[config.mk]
export PLATFORM = sky130hd
export DESIGN_NAME = vector_mem_sequencer
export DESIGN_NICKNAME = d
export VERILOG_FILES = /design/src/rtl/vseq_pkg.sv /design/src/rtl/vseq_addr_gen.sv /design/src/rtl/vector_mem_sequencer.sv
export SDC_FILE = /design/constraint.sdc
export NUM_CORES = 1
export LEC_CHECK = 0
export CORE_ASPECT_RATIO = 2
export CORE_MARGIN = 8
export CORE_UTILIZATION = 41
export CTS_CLUSTER_SIZE = 14
export DETAILED_ROUTE_END_ITERATION = 7
export PLACE_DENSITY = 0.83
export SETUP_SLACK_MARGIN = 0.02
export SYNTH_ARGS = -nofsm -noshare
export SYNTH_HDL_FRONTEND = slang
export SYNTH_SLANG_ARGS = --single-unit
[constraint.sdc]
create_clock -name clock -period 2.4 [get_ports clock]
set_input_delay 0.6 -clock clock [delete_from_list [all_inputs] [get_ports clock]]
set_output_delay 0.6 -clock clock [all_outputs]
set_load 0.02 [all_outputs]
[src/rtl/vseq_pkg.sv]
// Shared definitions for the vector memory sequencer: FSM state encoding,
// lane-index width helper and the byte order used to map lanes onto vectors.
package vseq_pkg;

    typedef enum logic [2:0] {
        IDLE    = 3'd0,
        LD_RD   = 3'd1,
        LD_LAST = 3'd2,
        LD_WB   = 3'd3,
        ST_WR   = 3'd4,
        ST_DONE = 3'd5
    } state_t;

    // Lane 0 occupies the most significant byte of a vector and the MSB T-register strobe.
    localparam bit LANE0_IS_MSB = 1'b1;

    function automatic int lane_w(input int lanes);
        return (lanes > 1) ? $clog2(lanes) : 1;
    endfunction

endpackage

[src/rtl/vseq_addr_gen.sv]
// Address generator: latches base (and stride when VSEQ_STRIDE_EN is defined)
// at accept, then advances the address by one stride per lane step.
module vseq_addr_gen
    import vseq_pkg::*;
#(
    parameter int NUM_LANES = 4,
    parameter int ADDR_W    = 8,
    parameter int LANE_W    = lane_w(NUM_LANES)
) (
    input  logic              clock,
    input  logic              reset,
    input  logic              load,
    input  logic              step,
    input  logic [ADDR_W-1:0] base_addr,
`ifdef VSEQ_STRIDE_EN
    input  logic [ADDR_W-1:0] stride,
`endif
    output logic [ADDR_W-1:0] addr,
    output logic [LANE_W-1:0] lane
);

`ifdef VSEQ_STRIDE_EN
    logic [ADDR_W-1:0] stride_q;
`endif

    // Address accumulates one stride per lane, so no multiplier is needed and wrap is free.
    always_ff @(posedge clock) begin
        if (reset) begin
            addr     <= '0;
            lane     <= '0;
`ifdef VSEQ_STRIDE_EN
            stride_q <= '0;
`endif
        end else if (load) begin
            addr     <= base_addr;
            lane     <= '0;
`ifdef VSEQ_STRIDE_EN
            stride_q <= stride;
`endif
        end else if (step) begin
`ifdef VSEQ_STRIDE_EN
            addr     <= addr + stride_q;
`else
            addr     <= addr + ADDR_W'(1);
`endif
            lane     <= lane + LANE_W'(1);
        end
    end

endmodule

[src/rtl/vector_mem_sequencer.sv]
// Sequences vload/vstore byte transfers between data memory and the vector datapath.
// Optional macro VSEQ_STRIDE_EN adds a latched per-lane address stride input.
module vector_mem_sequencer
    import vseq_pkg::*;
#(
    parameter int NUM_LANES = 4,
    parameter int DATA_W    = 8,
    parameter int ADDR_W    = 8,
    localparam int LANE_W   = lane_w(NUM_LANES)
) (
    input  logic                        clock,
    input  logic                        reset,
    input  logic                        start,
    input  logic                        is_store,
    input  logic [ADDR_W-1:0]           base_addr,
    input  logic [NUM_LANES*DATA_W-1:0] x1_data,
`ifdef VSEQ_STRIDE_EN
    input  logic [ADDR_W-1:0]           stride,
`endif
    input  logic [DATA_W-1:0]           mem_q,
    output logic                        busy,
    output logic                        done,
    output logic [ADDR_W-1:0]           mem_addr,
    output logic                        mem_read,
    output logic                        mem_write,
    output logic [DATA_W-1:0]           mem_wdata,
    output logic [LANE_W-1:0]           lane_sel,
    output logic                        vout_sel,
    output logic [NUM_LANES-1:0]        t_ld,
    output logic                        vrf_write
);

    localparam logic [LANE_W-1:0] LAST_LANE = LANE_W'(NUM_LANES - 1);

    state_t                        state, next_state;
    logic [NUM_LANES*DATA_W-1:0]   x1_q;
    logic [ADDR_W-1:0]             cur_addr;
    logic [LANE_W-1:0]             lane;
    logic                          accept, step;
    logic [DATA_W-1:0]             lane_byte;

    function automatic int lane_pos(input logic [LANE_W-1:0] l);
        return LANE0_IS_MSB ? (NUM_LANES - 1 - int'(l)) : int'(l);
    endfunction

    function automatic logic [NUM_LANES-1:0] lane_strobe(input logic [LANE_W-1:0] l);
        return NUM_LANES'(1) << lane_pos(l);
    endfunction

    assign accept    = (state == IDLE) && start;
    assign lane_byte = DATA_W'(x1_q >> (DATA_W * lane_pos(lane)));

    vseq_addr_gen #(
        .NUM_LANES (NUM_LANES),
        .ADDR_W    (ADDR_W)
    ) u_addr_gen (
        .clock     (clock),
        .reset     (reset),
        .load      (accept),
        .step      (step),
        .base_addr (base_addr),
`ifdef VSEQ_STRIDE_EN
        .stride    (stride),
`endif
        .addr      (cur_addr),
        .lane      (lane)
    );

    // NOTE: sequential state uses non-blocking assignments so every register samples pre-edge values.
    always_ff @(posedge clock) begin
        if (reset) begin
            state <= IDLE;
            x1_q  <= '0;
        end else begin
            state <= next_state;
            if (accept) x1_q <= x1_data;
        end
    end

    // NOTE: every output gets a default before the case so no path infers a latch.
    always_comb begin
        next_state = state;
        step       = 1'b0;
        busy       = 1'b0;
        done       = 1'b0;
        mem_addr   = '0;
        mem_read   = 1'b0;
        mem_write  = 1'b0;
        mem_wdata  = '0;
        lane_sel   = '0;
        vout_sel   = 1'b0;
        t_ld       = '0;
        vrf_write  = 1'b0;
        unique case (state)
            IDLE: begin
                if (start) next_state = is_store ? ST_WR : LD_RD;
            end
            LD_RD: begin
                busy     = 1'b1;
                mem_read = 1'b1;
                mem_addr = cur_addr;
                step     = 1'b1;
                // Read data lags the address by one cycle, so lane k-1 is captured while lane k is read.
                if (lane != '0) begin
                    vout_sel = 1'b1;
                    t_ld     = lane_strobe(lane - LANE_W'(1));
                end
                if (lane == LAST_LANE) next_state = LD_LAST;
            end
            LD_LAST: begin
                busy       = 1'b1;
                vout_sel   = 1'b1;
                t_ld       = lane_strobe(LAST_LANE);
                next_state = LD_WB;
            end
            LD_WB: begin
                busy       = 1'b1;
                vrf_write  = 1'b1;
                done       = 1'b1;
                next_state = IDLE;
            end
            ST_WR: begin
                busy      = 1'b1;
                mem_write = 1'b1;
                mem_addr  = cur_addr;
                mem_wdata = lane_byte;
                lane_sel  = lane;
                step      = 1'b1;
                if (lane == LAST_LANE) next_state = ST_DONE;
            end
            ST_DONE: begin
                busy       = 1'b1;
                done       = 1'b1;
                next_state = IDLE;
            end
            default: next_state = IDLE;
        endcase
        // Reset blanks the strobes in the cycle it is asserted, so an interrupted store writes nothing more.
        if (reset) begin
            step      = 1'b0;
            busy      = 1'b0;
            done      = 1'b0;
            mem_addr  = '0;
            mem_read  = 1'b0;
            mem_write = 1'b0;
            mem_wdata = '0;
            lane_sel  = '0;
            vout_sel  = 1'b0;
            t_ld      = '0;
            vrf_write = 1'b0;
        end
    end

endmodule

Word-level counts from Yosys, hierarchy flattened
Index checks and enable logic that the tools add are counted.
- flip-flop bits (word level): 45
- output and inout port bits: 28
- logic and storage cells: 60
- $add $sub $neg: 5
- equality and inequality tests: 9
- shift operators: 2
- mux-type cells: 31
- reduce and logical (&&, ||, !) cells: 9
- operators by type and width (kind ; count):
    2-to-1 mux 8 bit ; 6
    << shifter 1 x 32 -> 4 bit, first input constant ; 1
    >> shifter 32 x 32 -> 8 bit ; 1
    2-to-1 mux 1 bit ; 14
    2-to-1 mux 3 bit ; 4
    case mux 3 bit (4 select lines) ; 1
    adder 8 x 1 -> 8 bit, second input constant ; 1
    2-to-1 mux 4 bit ; 2
    case mux 4 bit (2 select lines) ; 1
    equality test 3 x 2 -> 1 bit, second input constant ; 2
    equality test 3 bit, second input constant ; 2
    != test 2 bit, second input constant ; 3
    OR reduction 2 bit ; 3
    subtractor 2 x 2 -> 3 bit, first input constant ; 2
    OR reduction 5 bit ; 1
    2-to-1 mux 2 bit ; 2
    nonzero test 2 bit ; 2
    equality test 3 x 1 -> 1 bit, second input constant ; 1
    logical NOT 3 bit ; 1
    AND reduction 3 bit ; 1
    adder 2 x 1 -> 2 bit, second input constant ; 1
    equality test 2 bit, second input constant ; 1
    case mux 1 bit (2 select lines) ; 1
    subtractor 2 x 1 -> 2 bit, second input constant ; 1
    logical AND 1 bit ; 1

Depth between registers and ports, before layout
- depth after elaboration: 6
- gate-level depth with buffers: 6

Hierarchy
A second synthesis with hierarchy kept.
- cells, all modules: 267
- area, all modules: 2197.1 um^2
- modules (own cells, without submodules) (module ; instances ; cells each ; area an instance (um^2) ; seq. area each (um^2)):
    vector_mem_sequencer ; 1 ; 207 ; 1681.6 ; 700.7
    vseq_addr_gen ; 1 ; 60 ; 515.5 ; 200.2

Worst setup path before layout
Ideal clock, no wire load.
- path type: flip-flop to output port
- start point: register u_addr_gen.lane[0]
- end point: output port t_ld[0]
- arrival: 2.558 ns
- data required time: 1.800 ns
- setup slack: -0.758 ns
- cell stages (with the launch flop): 7
- path through: dfxtp_1 -> clkbuf_1 -> inv_1 -> ha_1 -> or3b_2 -> a211oi_1 -> nor2b_1
- cells in the longest elaborated chain, start to end: 6
- elaborated cells on any way between the ends: 7
- RTL lines (item ; RTL line ; text):
    start, declared ; vseq_addr_gen.sv:19 ; output logic [LANE_W-1:0] lane
    start signal, assigned ; vseq_addr_gen.sv:46 ; lane <= lane + LANE_W'(1);
    subtractor 2 x 1 -> 2 bit ; vector_mem_sequencer.sv:106 ; t_ld = lane_strobe(lane - LANE_W'(1));
    subtractor 2 x 2 -> 3 bit ; vector_mem_sequencer.sv:43 ; return LANE0_IS_MSB ? (NUM_LANES - 1 - int'(l)) : int'(l);
    << shifter 1 x 32 -> 4 bit ; vector_mem_sequencer.sv:47 ; return NUM_LANES'(1) << lane_pos(l);
    2-to-1 mux 4 bit * ; vector_mem_sequencer.sv:104 ; if (lane != '0) begin
    case mux 4 bit (2 select lines) * ; vector_mem_sequencer.sv:94 ; unique case (state)
    2-to-1 mux 4 bit * ; vector_mem_sequencer.sv:139 ; if (reset) begin
    end, declared ; vector_mem_sequencer.sv:29 ; output logic [NUM_LANES-1:0] t_ld,
Mark *: on every way between the ends. The rest lies on a longest branch, timed or not.

Final worst setup path
Same ends and word-level chain as after synthesis.

==> results.py <==
metrics = {
    "global_routing": {
        "grt_pass1_vias": 2221,
        "grt_util_met2": 0.2744,
        "grt_max_degree": 29,
        "met1_usage": 0.1527,
        "overflow": 0,
        "grtUsageMet3": 0.02484,
        "grt_pass1_wl_microns": 9894,
        "grtUsageTotal": 0.1509,
        "busiest_layer": "met2",
        "antenna_found_initial": 0,
    },
    "cts": {
        "clk_pin_slew_ns": 0.09,
        "root_buffer": "clkbuf_8",
        "cts_tree": "done",
        "worstSkewPairLatency_ns": 0.30,
        "clkSinkCount": 45,
        "cts_hold_buf": 0,
        "cts-htree-levels": 2,
        "numCtsBuffers": 5,
        "clockBufferDepth": 2,
    },
    "setup_path": {
        "cp-end-kind": "output pin",
        "required_ns": 1.80,
        "cp-start-kind": "flop",
        "worst-setup-path-type": "reg2out",
        "critical_path.max_fanout": 2,
        "worstPathArrival_ns": 1.77,
    },
    "cells_and_area": {
        "antenna-diode-count": 0,
        "drive_above_1_share": 0.1961,
        "final_util": 0.6071,
        "fill_cells": 504,
        "fin_area_sq_um": 3291,
        "syn2layout_area_growth_pct": 43.79,
        "final_nets": 415,
    },
    "detailed_routing": {
        "wl_per_cell_microns": 14.92,
        "ant_nets": 0,
        "dr_total_vias": 2182,
        "routed_via_density": 5.233,
        "routed_wl_microns": 6220,
        "drt-initial-drc-count": 96,
        "route.detailed.drc": 0,
        "first_pass_iters": 4,
    },
    "sta": {
        "slew_headroom": 0.7586,
        "clock.fmax_mhz": 421.5,
        "rsz0062_at_grt": "true",
        "fin_crit_sh": 0.9886,
        "finalHoldViolCount": 0,
        "period_minus_slack_ns": 2.373,
        "worst_pin_slew_ns": 0.3617,
        "setup_tns_ns": 0,
        "finalMaxSlewViolations": 0,
        "clock_skew_ns": 0.007981,
        "setup_viol": 0,
    },
    "logic_synthesis": {
        "synth_edf_count": 0,
        "avgSynthCellArea_sq_um": 8.413,
        "synth-async-reset-ratio": 0,
        "ys_ff_latch": 45,
        "yosys.area.top_type": "dfxtp_1",
        "yosys.cell_types.count": 34,
        "yosysWarnings": 0,
        "synth_cells": 272,
        "yosysSeqAreaShare": 0.3937,
        "synth_flop_cell": "dfxtp_1",
        "netlist_area_sq_um": 2288,
        "synthTopCellsByArea": "dfxtp_1, nand2_1, a21oi_1, mux4_2, ha_1",
        "synthesis.nets": 331,
        "synth_top_area_share": 0.3937,
    },
    "floorplan": {
        "core-area_sq_um": 5420,
        "die_x_microns": 68.83,
        "rows": 38,
        "fp.dieArea_sq_um": 8373,
        "initial_core_util": 0.4222,
        "io_pins": 80,
        "die_h_microns": 121.7,
    },
    "power": {
        "power_per_cell_area_nw_per_um2": 525.0,
        "p_total_w": 0.001728,
        "power.leakage_nw": 1.355,
        "ir_drop_mv": 0.5354,
    },
    "placement": {
        "place.gp.congestion": 0.7646,
        "io_buffers": 71,
        "post_dp_cell_area_sq_um": 3207,
        "hpwlAfterDp_microns": 4806,
    },
    "job": {
        "maxCapViolations": 0,
    },
    "run_status": {
        "status": "finished, final reports clean",
    },
    "hold_path": {
        "worstHoldPathType": "reg2reg",
    },
}
per-layer routing:
| metal | part of all wire | up-vias |
|---|---|---|
| li1 | - | 1101 |
| met1 | 0.36 | 1011 |
| met2 | 0.56 | 59 |
| met3 | 0.050 | 11 |
| met4 | 0.031 | 0 |
| met5 | 0 | - |
critical path, stage by stage, from the launching register on:
cell and delay, ns:
dfxtp_2 0.37, inv_2 0.05, ha_2 0.17, or3b_4 0.38, a211oi_4 0.22, nor2b_4 0.18
buf_6 0.12
timing repair:
item                       CTS  global route
setup buffers                0             1
pin swaps                    1             1
setup endpoints to repair   27            14
gates resized for setup     67            14
power breakdown:
group          total, W  switching, W  internal (W)
logic          0.000398      0.000190      0.000208
clock network  0.000480      0.000273      0.000207
registers      0.000849     0.0000442      0.000805
total           0.00173      0.000508       0.00122
placed cells by master (no fill, tap or decap), types with 3 or more instances in the layout:
master,instances
nand2_1,67
clkdlybuf4s50_1,42
dfxtp_1,42
a21oi_1,38
buf_4,24
nor2_1,13
dlygate4sd2_1,13
and2_1,10
buf_2,9
mux4_2,8
and3_1,8
xnor2_1,8
a211oi_1,8
ha_1,6
nor3_1,5
clkbuf_8,5
nor3b_1,3
nand3b_1,3
nand3_1,3
clkdlybuf4s15_1,3
dfxtp_2,3
flip-flops by register name, indices dropped and copies added (netlist names):
signal / cells
u_addr_gen.addr: 8
u_addr_gen.lane: 2
state: 3
x1_q: 32
logic make-up (layout without fill, tap and decap cells):
logic type	Yosys count	count (layout)	synth area share
buf+inv	24	109	0.04374
mux	9	9	0.08310
xor+xnor	9	9	0.03773
compound gates	51	51	0.1274
simple gates	127	127	0.2761
flops	45	45	0.3937
fa+ha+maj	7	7	0.03827
synthesized netlist by cell type (2+ instances only):
cell	n
and2_1	10
nand4_1	2
nor2b_1	2
nor3b_1	3
nand2_1	67
mux4_2	8
dfxtp_1	45
a21oi_1	38
a211oi_1	9
nor2_1	13
nor4_1	2
nand3_1	3
xnor2_1	8
buf_2	8
nor3_1	5
inv_1	4
nor4b_2	3
clkbuf_1	11
nand3b_1	3
and3_1	8
ha_1	7
final timing paths:
path                                                 startpoint                               to  slack (ns)  cells after the start
worst max-delay path            u_addr_gen.lane[0]$_SDFFE_PP0P_                          t_ld[0]        0.03                      6
worst min-delay path                      x1_q[18]$_SDFFE_PP0P_            x1_q[18]$_SDFFE_PP0P_        0.46                      2
worst max register to register            state[1]$_SDFFE_PP0P_  u_addr_gen.addr[7]$_SDFFE_PP0P_        0.68                      6
worst min register to register            x1_q[18]$_SDFFE_PP0P_            x1_q[18]$_SDFFE_PP0P_        0.46                      2
metrics by stage:
step                      worst slack, ns  instances  hold WS [ns]
after floorplan                   -0.1703        272        0.4331
after global placement            -0.2169        408        0.4390
after detailed placement          -0.2265        408        0.4467
after CTS                        -0.01176        416        0.4583
after global routing             -0.04054        417        0.4820
final                             0.02730        417        0.4562
cell type report:
type | instances | area [sq um] | share of cell area
Clock buffer | 5 | 68.82 | 0.02091
Timing Repair Buffer | 97 | 869.6 | 0.2643
Multi-Input combinational cell | 203 | 1336 | 0.4061
Tap cell | 60 | 75.07 | 0.02281
Clock inverter | 3 | 21.27 | 0.006464
Inverter | 4 | 15.01 | 0.004563
Sequential cell | 45 | 904.6 | 0.2749
(Power assumes the default switching activity.)
